File: src/rtl/riscv_pkg.sv
// Shared RISC-V definitions for the M-extension multiply/divide unit.
package riscv_pkg;

  // M-extension funct3 encodings
  typedef enum logic [2:0] {
    OpMul    = 3'b000,
    OpMulh   = 3'b001,
    OpMulhsu = 3'b010,
    OpMulhu  = 3'b011,
    OpDiv    = 3'b100,
    OpDivu   = 3'b101,
    OpRem    = 3'b110,
    OpRemu   = 3'b111
  } muldiv_op_t;

  typedef enum logic [1:0] {
    StIdle = 2'd0,
    StCalc = 2'd1,
    StDone = 2'd2
  } muldiv_state_t;

  // funct7 value that selects the M-extension in the OP opcode space
  localparam logic [6:0] Funct7Muldiv = 7'b0000001;

endpackage

File: src/rtl/muldiv_negate.sv
// Conditional two's-complement negation.
module muldiv_negate #(
  parameter int unsigned WIDTH = 32
) (
  input  logic [WIDTH-1:0] data_i,
  input  logic             neg_i,
  output logic [WIDTH-1:0] data_o
);

  assign data_o = neg_i ? (~data_i + WIDTH'(1)) : data_i;

endmodule

File: src/rtl/muldiv_unit.sv
// Iterative RV M-extension multiply/divide unit: shift-add multiply and
// restoring divide, one bit per cycle, with start/done handshake.
module muldiv_unit
  import riscv_pkg::*;
#(
  parameter int unsigned XLEN = 32
) (
  input  logic            clk,
  input  logic            reset,
  input  logic            start,
  input  logic            kill,
  input  logic [2:0]      funct3,
  input  logic [XLEN-1:0] a,
  input  logic [XLEN-1:0] b,
  output logic            busy,
  output logic            done,
  output logic [XLEN-1:0] result
);

  localparam int unsigned CntW = $clog2(XLEN);

  muldiv_state_t     state_q, state_d;
  muldiv_op_t        op_q, op_d;
  logic [CntW-1:0]   cnt_q, cnt_d;
  logic [2*XLEN-1:0] acc_q, acc_d;
  logic [XLEN-1:0]   opb_q, opb_d;
  logic              neg_q, neg_d;
  logic [XLEN-1:0]   result_q, result_d;

  // ---------------------------------------------------------------------------
  // Operand preparation on the incoming request
  // ---------------------------------------------------------------------------
  muldiv_op_t      op_in;
  logic            sign_a, sign_b, neg_in;
  logic            is_div_in, is_rem_in, signed_div_in;
  logic            div_zero, div_ovf, fast;
  logic [XLEN-1:0] mag_a, mag_b, fast_res;

  assign op_in         = muldiv_op_t'(funct3);
  assign is_div_in     = op_in inside {OpDiv, OpDivu, OpRem, OpRemu};
  assign is_rem_in     = op_in inside {OpRem, OpRemu};
  assign signed_div_in = op_in inside {OpDiv, OpRem};
  assign sign_a        = a[XLEN-1] & (op_in inside {OpMulh, OpMulhsu, OpDiv, OpRem});
  assign sign_b        = b[XLEN-1] & (op_in inside {OpMulh, OpDiv, OpRem});
  // Remainder takes the dividend's sign; product and quotient the XOR
  assign neg_in        = is_rem_in ? sign_a : (sign_a ^ sign_b);

  assign div_zero = is_div_in && (b == '0);
  assign div_ovf  = signed_div_in && (a == {1'b1, {(XLEN-1){1'b0}}}) && (b == '1);
  assign fast     = div_zero || div_ovf;

  // Divide-by-zero wins over overflow (b cannot be both zero and -1 anyway)
  always_comb begin
    if (div_zero) fast_res = is_rem_in ? a : '1;
    else          fast_res = is_rem_in ? '0 : a;
  end

  muldiv_negate #(.WIDTH(XLEN)) u_neg_a (
    .data_i (a),
    .neg_i  (sign_a),
    .data_o (mag_a)
  );

  muldiv_negate #(.WIDTH(XLEN)) u_neg_b (
    .data_i (b),
    .neg_i  (sign_b),
    .data_o (mag_b)
  );

  // ---------------------------------------------------------------------------
  // One iteration step of the running operation
  // ---------------------------------------------------------------------------
  logic              is_div_q, is_rem_q;
  logic [XLEN:0]     mul_sum, rem_sh, div_diff;
  logic [2*XLEN-1:0] mul_next, div_next, step;

  assign is_div_q = op_q inside {OpDiv, OpDivu, OpRem, OpRemu};
  assign is_rem_q = op_q inside {OpRem, OpRemu};

  // Multiply: multiplier in the low half shifts out, partial sum in the high half.
  // Divide: {remainder, quotient} shifts left, restoring subtraction on the top.
  always_comb begin
    mul_sum  = {1'b0, acc_q[2*XLEN-1:XLEN]} + (acc_q[0] ? {1'b0, opb_q} : '0);
    mul_next = {mul_sum, acc_q[XLEN-1:1]};
    rem_sh   = {acc_q[2*XLEN-1:XLEN], acc_q[XLEN-1]};
    div_diff = rem_sh - {1'b0, opb_q};
    if (div_diff[XLEN]) div_next = {rem_sh[XLEN-1:0], acc_q[XLEN-2:0], 1'b0};
    else                div_next = {div_diff[XLEN-1:0], acc_q[XLEN-2:0], 1'b1};
    step = is_div_q ? div_next : mul_next;
  end

  // ---------------------------------------------------------------------------
  // Sign fixup of the final step. A quotient/remainder is zero-extended so the
  // low half of the wide negation is its XLEN-bit two's complement.
  // ---------------------------------------------------------------------------
  logic [2*XLEN-1:0] fix_in, fix_out;
  logic [XLEN-1:0]   final_res;

  always_comb begin
    if (!is_div_q)     fix_in = step;
    else if (is_rem_q) fix_in = {{XLEN{1'b0}}, step[2*XLEN-1:XLEN]};
    else               fix_in = {{XLEN{1'b0}}, step[XLEN-1:0]};
  end

  muldiv_negate #(.WIDTH(2*XLEN)) u_neg_res (
    .data_i (fix_in),
    .neg_i  (neg_q),
    .data_o (fix_out)
  );

  assign final_res = (op_q == OpMul || is_div_q) ? fix_out[XLEN-1:0]
                                                 : fix_out[2*XLEN-1:XLEN];

  // ---------------------------------------------------------------------------
  // FSM next-state: kill beats start; start only sampled in IDLE/DONE
  // ---------------------------------------------------------------------------
  always_comb begin
    state_d  = state_q;
    op_d     = op_q;
    cnt_d    = cnt_q;
    acc_d    = acc_q;
    opb_d    = opb_q;
    neg_d    = neg_q;
    result_d = result_q;
    if (kill) begin
      state_d = StIdle;
    end else begin
      case (state_q)
        StCalc: begin
          acc_d = step;
          if (cnt_q == '0) begin
            state_d  = StDone;
            result_d = final_res;
          end else begin
            cnt_d = cnt_q - CntW'(1);
          end
        end
        default: begin
          if (start) begin
            op_d  = op_in;
            cnt_d = CntW'(XLEN - 1);
            acc_d = {{XLEN{1'b0}}, mag_a};
            opb_d = mag_b;
            neg_d = neg_in;
            if (fast) begin
              state_d  = StDone;
              result_d = fast_res;
            end else begin
              state_d = StCalc;
            end
          end else begin
            state_d = StIdle;
          end
        end
      endcase
    end
  end

  // State and datapath registers
  always_ff @(posedge clk or posedge reset) begin
    if (reset) begin
      state_q  <= StIdle;
      op_q     <= OpMul;
      cnt_q    <= '0;
      acc_q    <= '0;
      opb_q    <= '0;
      neg_q    <= 1'b0;
      result_q <= '0;
    end else begin
      state_q  <= state_d;
      op_q     <= op_d;
      cnt_q    <= cnt_d;
      acc_q    <= acc_d;
      opb_q    <= opb_d;
      neg_q    <= neg_d;
      result_q <= result_d;
    end
  end

  assign busy   = (state_q == StCalc);
  assign done   = (state_q == StDone);
  assign result = result_q;

endmodule
File: config.mk
export PLATFORM = sky130hd
export DESIGN_NAME = muldiv_unit
export DESIGN_NICKNAME = d
export VERILOG_FILES = /design/src/rtl/riscv_pkg.sv /design/src/rtl/muldiv_negate.sv /design/src/rtl/muldiv_unit.sv
export SDC_FILE = /design/constraint.sdc
export NUM_CORES = 1
export LEC_CHECK = 0
export ABC_AREA = 1
export ABC_CLOCK_PERIOD_IN_PS = 10350
export CAP_MARGIN = 15
export CORE_UTILIZATION = 45
export DETAILED_ROUTE_END_ITERATION = 16
export SLEW_MARGIN = 25
export SYNTH_ARGS = -nofsm -noshare
export SYNTH_HDL_FRONTEND = slang
export SYNTH_SLANG_ARGS = --single-unit
File: constraint.sdc
create_clock -name clk -period 10.35 [get_ports clk]
set_input_delay 2.07 -clock clk [delete_from_list [all_inputs] [get_ports clk]]
set_output_delay 2.07 -clock clk [all_outputs]
set_load 0.03 [all_outputs]
# Word level (Yosys, flattened, before mapping)
# Cells that the tools add are included.
# Widths: inputs -> output; s select.
dict set report totals {
  register_bits 139
  input_bits 71
  out_inout_bits 34
  elab_cells 86
}
dict set report classes {
  addsub 6
  n_eq_ne 17
  muxes 27
  n_bitwise 8
  reduce_logical 21
}
# cell n
set ops {}
lappend ops {{$mux 32} 12}
lappend ops {{$mux 64} 6}
lappend ops {{$add 32x1->32 const B} 2}
lappend ops {{$add 64x1->64 const B} 1}
lappend ops {{$eq 32x32->1 const B} 2}
lappend ops {{$not 32->32} 2}
lappend ops {{$not 64->64} 1}
lappend ops {{$add 32x32->33} 1}
lappend ops {{$sub 33x32->33} 1}
lappend ops {{$logic_not 32->1} 1}
lappend ops {{$eq 3x3->1 const B} 8}
lappend ops {{$mux 5} 3}
lappend ops {{$reduce_bool 4->1} 3}
lappend ops {{$mux 2} 5}
lappend ops {{$reduce_bool 2->1} 5}
lappend ops {{$reduce_and 3->1} 2}
lappend ops {{$logic_not 5->1} 1}
lappend ops {{$sub 5x1->5 const B} 1}
lappend ops {{$reduce_and 4->1} 1}
lappend ops {{$eq 3x1->1 const B} 1}
lappend ops {{$eq 3x2->1 const B} 1}
lappend ops {{$logic_and 1x1->1} 3}
lappend ops {{$logic_not 3->1} 1}
lappend ops {{$ne 3x2->1 const B} 1}
lappend ops {{other kinds (11)} 14}

# Logic depth before layout (Yosys ltp)
dict set report logic_depth {
  ltp_word 11
  ltp_mapped 35
  depth_no_buf 34
}

# By module
# A second synthesis with hierarchy kept.
dict set report hier_totals {
  hier_cells 3322
  hier_area_um2 18448.9
}
# mod instances cells_each area_each_um2 seq_area_each_um2
set modules_own_cells {}
lappend modules_own_cells {muldiv_unit 1 2370 13765.7 3478.3}
lappend modules_own_cells {{muldiv_negate at u_neg_res} 1 498 2466.1 0.0}
lappend modules_own_cells {{muldiv_negate at u_neg_a ...} 2 227 1108.6 0.0}

# Worst setup path before layout
# No wires, ideal clock.
dict set report synth_path {
  kind {input-to-reg}
  startpoint {input a[4]}
  endpoint {register acc_q[29]}
  setup_time_ps 130
  arrival_time_ps 4212
  required_time_ps 10220
  setup_slack_ps 6009
  stages 14
  n_path_buf 0
  cell_sequence {nor3_1 nand2_1 nor3_1 nand3_1 nor3_1 and3_1 nand3_1 nor3_1 nand3_1 nor3_1 a31oi_1 xor2_1 o21ai_0 o21ai_0}
}
dict set report synth_between {
  elab_chain_len 5
}
# element line_no
set synth_rtl {}
lappend synth_rtl {{start: declaration} muldiv_unit.sv:13} ;# input logic [XLEN-1:0] a,
lappend synth_rtl {{$not 32->32} muldiv_negate.sv:10} ;# assign data_o = neg_i ? (~data_i + WIDTH'(1)) : data_i;
lappend synth_rtl {{$add 32x1->32} muldiv_negate.sv:10}
lappend synth_rtl {{$mux 32} muldiv_negate.sv:10}
lappend synth_rtl {{$mux 64} muldiv_unit.sv:139} ;# if (start) begin
lappend synth_rtl {{$mux 64} muldiv_unit.sv:128} ;# case (state_q)
lappend synth_rtl {{end signal: assignment} muldiv_unit.sv:165} ;# acc_q <= '0;
lappend synth_rtl {{end signal: assignment} muldiv_unit.sv:173} ;# acc_q <= acc_d;
lappend synth_rtl {{end: declaration} muldiv_unit.sv:25} ;# logic [2*XLEN-1:0] acc_q, acc_d;
# No other way between the ends. The select of a mux whose other input is x is not followed.
# A chain may end at the register's enable or synchronous reset.

# Final worst setup path
dict set report layout_path {
  startpoint {register acc_q[31]}
  endpoint {register result_q[2], in the netlist result[2]}
}
dict set report layout_between {
  elab_chain_len 11
}
# element line_no
set layout_rtl {}
lappend layout_rtl {{$sub 33x32->33} muldiv_unit.sv:86} ;# div_diff = rem_sh - {1'b0, opb_q};
lappend layout_rtl {{$mux 64} muldiv_unit.sv:87} ;# if (div_diff[XLEN]) div_next = {rem_sh[XLEN-1:0], acc_q[XLEN-2:0], 1'b0};
lappend layout_rtl {{$mux 64 (*)} muldiv_unit.sv:89} ;# step = is_div_q ? div_next : mul_next;
lappend layout_rtl {{$mux 32} muldiv_unit.sv:101} ;# else if (is_rem_q) fix_in = {{XLEN{1'b0}}, step[2*XLEN-1:XLEN]};
lappend layout_rtl {{$mux 64 (*)} muldiv_unit.sv:100} ;# if (!is_div_q) fix_in = step;
lappend layout_rtl {{$not 64->64} muldiv_negate.sv:10}
lappend layout_rtl {{$add 64x1->64} muldiv_negate.sv:10}
lappend layout_rtl {{$mux 64 (*)} muldiv_negate.sv:10}
lappend layout_rtl {{$mux 32 (*)} muldiv_unit.sv:111} ;# assign final_res = (op_q == OpMul || is_div_q) ? fix_out[XLEN-1:0]
lappend layout_rtl {{$mux 32 (*)} muldiv_unit.sv:131} ;# if (cnt_q == '0) begin
lappend layout_rtl {{$mux 32 (*)} muldiv_unit.sv:128}
lappend layout_rtl {{end signal: assignment} muldiv_unit.sv:176} ;# result_q <= result_d;
lappend layout_rtl {{end: declaration} muldiv_unit.sv:28} ;# logic [XLEN-1:0] result_q, result_d;
# Mark *: on every way between the ends. The rest lies on a longest branch, timed or not. The select of a mux whose other input is x is not followed.

==> results.sh <==
export IMPL_status="completed"
export IMPL_clk_pin_slew_ns=0.07
export IMPL_nets=3151
export IMPL_maxCapViolCount=0
export IMPL_area_delta_synth_final_pct=11.69
export IMPL_slew_violations=0
export IMPL_synth_flop_cell="dfrtp_1"
export IMPL_yosysMostFrequentCell="nand2_1"
export IMPL_synthCells=2968
export IMPL_required_ns=10.76
export IMPL_netlist_area_mm2=0.01700
export IMPL_period_needed_ns=5.303
export IMPL_start_util_pct=46.10
export IMPL_p_int_mw=2.162
export IMPL_total_power_mw=5.109
export IMPL_postCtsSetupRepairBufs=0
export IMPL_vias_per_cell=5.663
export IMPL_path_common_cell="nand2_1"
export IMPL_power_leakage_nw=9.898
export IMPL_fp_dieArea_mm2=0.03856
export IMPL_rsz0062_at_grt="false"
export IMPL_cts_made_buffers=17
export IMPL_grt_use_total_pct=36.77
export IMPL_grt_pass1_wl_um=107400
export IMPL_ir_drop_v=0.0001452
export IMPL_drive_gt1_share_pct=5.594
export IMPL_die_h_um=196.4
export IMPL_setup_violations=0
export IMPL_p_clk_share_pct=12.9
export IMPL_drt_total_wl_um=70440
export IMPL_cp_top_family="simple AND/OR/NAND/NOR gates"
export IMPL_period_share_pct=51.24
export IMPL_switching_power_mw=2.947
export IMPL_max_stage_delay_ns=0.46
export IMPL_cts_buffer_depth=2
export IMPL_synth_top_cell_by_area="nand2_1"
export IMPL_hp_class="flip-flop to flip-flop"
export IMPL_hold_viol=0
export IMPL_syn_num_nets=3111
export IMPL_drt_initial_drc_count=2375
export IMPL_place_hpwl_um=56020
export IMPL_switching_share_pct=57.68
export IMPL_critPathKind="flip-flop to flip-flop"
export IMPL_cts_root_buf="clkbuf_16"
export IMPL_p_per_area_mw_per_mm2=269.1
export IMPL_top_layer_used="met4"
export IMPL_synth_seq_cells=139
export IMPL_crit_arrival_ns=5.71
export IMPL_cp_max_fo=28
export IMPL_route_detailed_drc=0
export IMPL_max_slew_worst_pin_slew_ns=1.043
export IMPL_ant_nets=0
export IMPL_end_kind="flip-flop"
export IMPL_numPortBuffers=104
export IMPL_io_pins=105
export IMPL_nFillCells=4007
export IMPL_cts_sinks=139
export IMPL_yosysSeqAreaShare_pct=20.46
export IMPL_fmax_mhz=188.6
export IMPL_async_reset_ff_share_pct=100.0
export IMPL_cp_buffers_inverters=2
export IMPL_dr_wl_met3_um=7367
export IMPL_drtPass1Iterations=6
export IMPL_core_mm2=0.03687
export IMPL_cts_tree="done"
export IMPL_cts_resized=0
export IMPL_regToRegSetupSlack_ns=5.05
export IMPL_place_gp_congestion=1.040
export IMPL_grt_max_degree=89
export IMPL_grt_overflow_total=0
export IMPL_crit_path_top_delay_cell="dfrtp_1"
export IMPL_antenna_found_initial=0
export IMPL_yosys_top_cells_count="nand2_1, inv_1, nand3_1, nor2_1, o21ai_0"
export IMPL_met2WireLength_um=28800
export IMPL_m1WireLength_um=32880
export IMPL_routedWlPerCell_um=19.98
export IMPL_netlist_top_cells_area="nand2_1, dfrtp_1, inv_1, nand3_1, o21ai_0"
export IMPL_relSlewSlack_pct=30.06
export IMPL_yosys_warnings=0
export IMPL_pwr_share_seq_pct=17.6
export IMPL_cp_start_kind="flip-flop"
export IMPL_synth_edf_count=0
export IMPL_cts_hold_buf=0
export IMPL_tns_ns=0
export IMPL_htreeDepth=4
export IMPL_clock_skew_final_ns=0.01275
export IMPL_vias=19966
export IMPL_clk_latency_ns=0.47
export IMPL_ys_types=52
export IMPL_dieWidth_um=196.4
export IMPL_finish_utilization_pct=51.49
export IMPL_grt_pass1_vias=17948
export IMPL_synth_area_per_cell_um2=5.727
export IMPL_p_comb_share_pct=69.5
export IMPL_synth_top_cell_area_share_pct=21.57
export IMPL_rows=70
-- area by class of cell --
type	instances	area (um^2)	share of cell area [%]
multi-input combinational	2302	11490	60.52
sequential	139	3481	18.33
inverter	425	1600	8.429
timing repair buffer	123	1184	6.234
tap	504	630.6	3.321
clock buffer	19	442.9	2.333
clock inverter	13	155.1	0.8172
antenna	1	2.502	0.01318
-- final timing paths --
| kind | startpoint | endpoint | cells after the start |
|---|---|---|---|
| worst max-delay path | acc_q[31]$_DFFE_PP0P_ | result[2]$_DFFE_PP0P_ | 31 |
| worst min-delay path | result[19]$_DFFE_PP0P_ | result[19]$_DFFE_PP0P_ | 2 |
| worst max register to register | acc_q[31]$_DFFE_PP0P_ | result[2]$_DFFE_PP0P_ | 31 |
| worst min register to register | result[19]$_DFFE_PP0P_ | result[19]$_DFFE_PP0P_ | 2 |
| max in group asynchronous | reset | result[30]$_DFFE_PP0P_ | 3 |
| min in group asynchronous | reset | acc_q[9]$_DFFE_PP0P_ | 2 |
-- worst min-delay path, stage by stage (launching register included) --
cell,delay [ns]
dfrtp_1,0.34
nand2_1,0.05
nand2_1,0.05
-- layout by cell type, fill, tap and decap left out, types with 5 or more instances in the layout --
| master | Yosys | layout |
|---|---|---|
| xnor2_1 | 31 | 31 |
| a21oi_1 | 156 | 155 |
| nand2_4 | 8 | 8 |
| nand3b_1 | 19 | 19 |
| inv_1 | 419 | 417 |
| or2_2 | 8 | 8 |
| nor2_1 | 231 | 230 |
| nand2_2 | 37 | 37 |
| o22ai_1 | 12 | 12 |
| nor2_2 | 20 | 21 |
| xor2_1 | 36 | 36 |
| inv_6 | 0 | 5 |
| nor4_1 | 8 | 8 |
| nor3_1 | 50 | 50 |
| o21ai_0 | 222 | 222 |
| clkdlybuf4s50_1 | 0 | 104 |
| a21o_1 | 7 | 7 |
| o211ai_1 | 5 | 5 |
| clkbuf_16 | 0 | 17 |
| dfrtp_1 | 139 | 137 |
| o21bai_1 | 31 | 31 |
| ha_1 | 70 | 70 |
| nand3_2 | 22 | 23 |
| nand4_1 | 37 | 37 |
| a31oi_1 | 25 | 25 |
| buf_4 | 2 | 19 |
| clkinv_1 | 6 | 6 |
| o21ai_1 | 8 | 8 |
| nand3_1 | 233 | 232 |
| nand2_1 | 977 | 977 |
| a21boi_1 | 9 | 9 |
| clkinvlp_4 | 0 | 5 |
-- power by group through the flow --
| stage | Clock, mW | Combinational, mW | Sequential (mW) |
|---|---|---|---|
| 2_1_floorplan | 0 | 2.34 | 0.946 |
| 3_3_place_gp | 0 | 3.42 | 0.903 |
| 3_5_place_dp | 0 | 3.44 | 0.905 |
| 4_1_cts | 0.669 | 3.46 | 0.898 |
| 5_1_grt | 0.688 | 3.89 | 0.917 |
| 6_report | 0.659 | 3.55 | 0.901 |
-- logic make-up after synthesis --
logic type	after synthesis	synth area share, %
adder cells (fa/ha/maj)	72	5.388
buffers and inverters	527	12.01
AO/OA/AOI/OAI	496	16.13
AND/OR/NAND/NOR	1667	42.56
flip-flops	139	20.46
XOR/XNOR	67	3.452
-- layer usage --
layer	vias to the layer above	global-route usage (%)
met1	9285	55.61
met3	90	6.793
met2	992	53.17
met5	-	0
li1	9599	-
met4	0	8.767
-- flip-flops by register name (all words and copies together), names as in the netlist --
register / count
opb_q: 32
state_q: 2
neg_q: 1
result: 32
op_q: 3
cnt_q: 5
acc_q: 64
-- stage by stage --
stage,hold WS [ns],instances,setup slack (ns),instance area (um^2)
after floorplan,0.4524,2968,4.555,17000
after global placement,0.4644,3493,4.825,18390
after detailed placement,0.4711,3493,4.783,18390
after CTS,0.4884,3525,5.206,18980
after global routing,0.5073,3525,4.755,18980
final,0.4791,3526,5.047,18990
(Power assumes the default switching activity.)
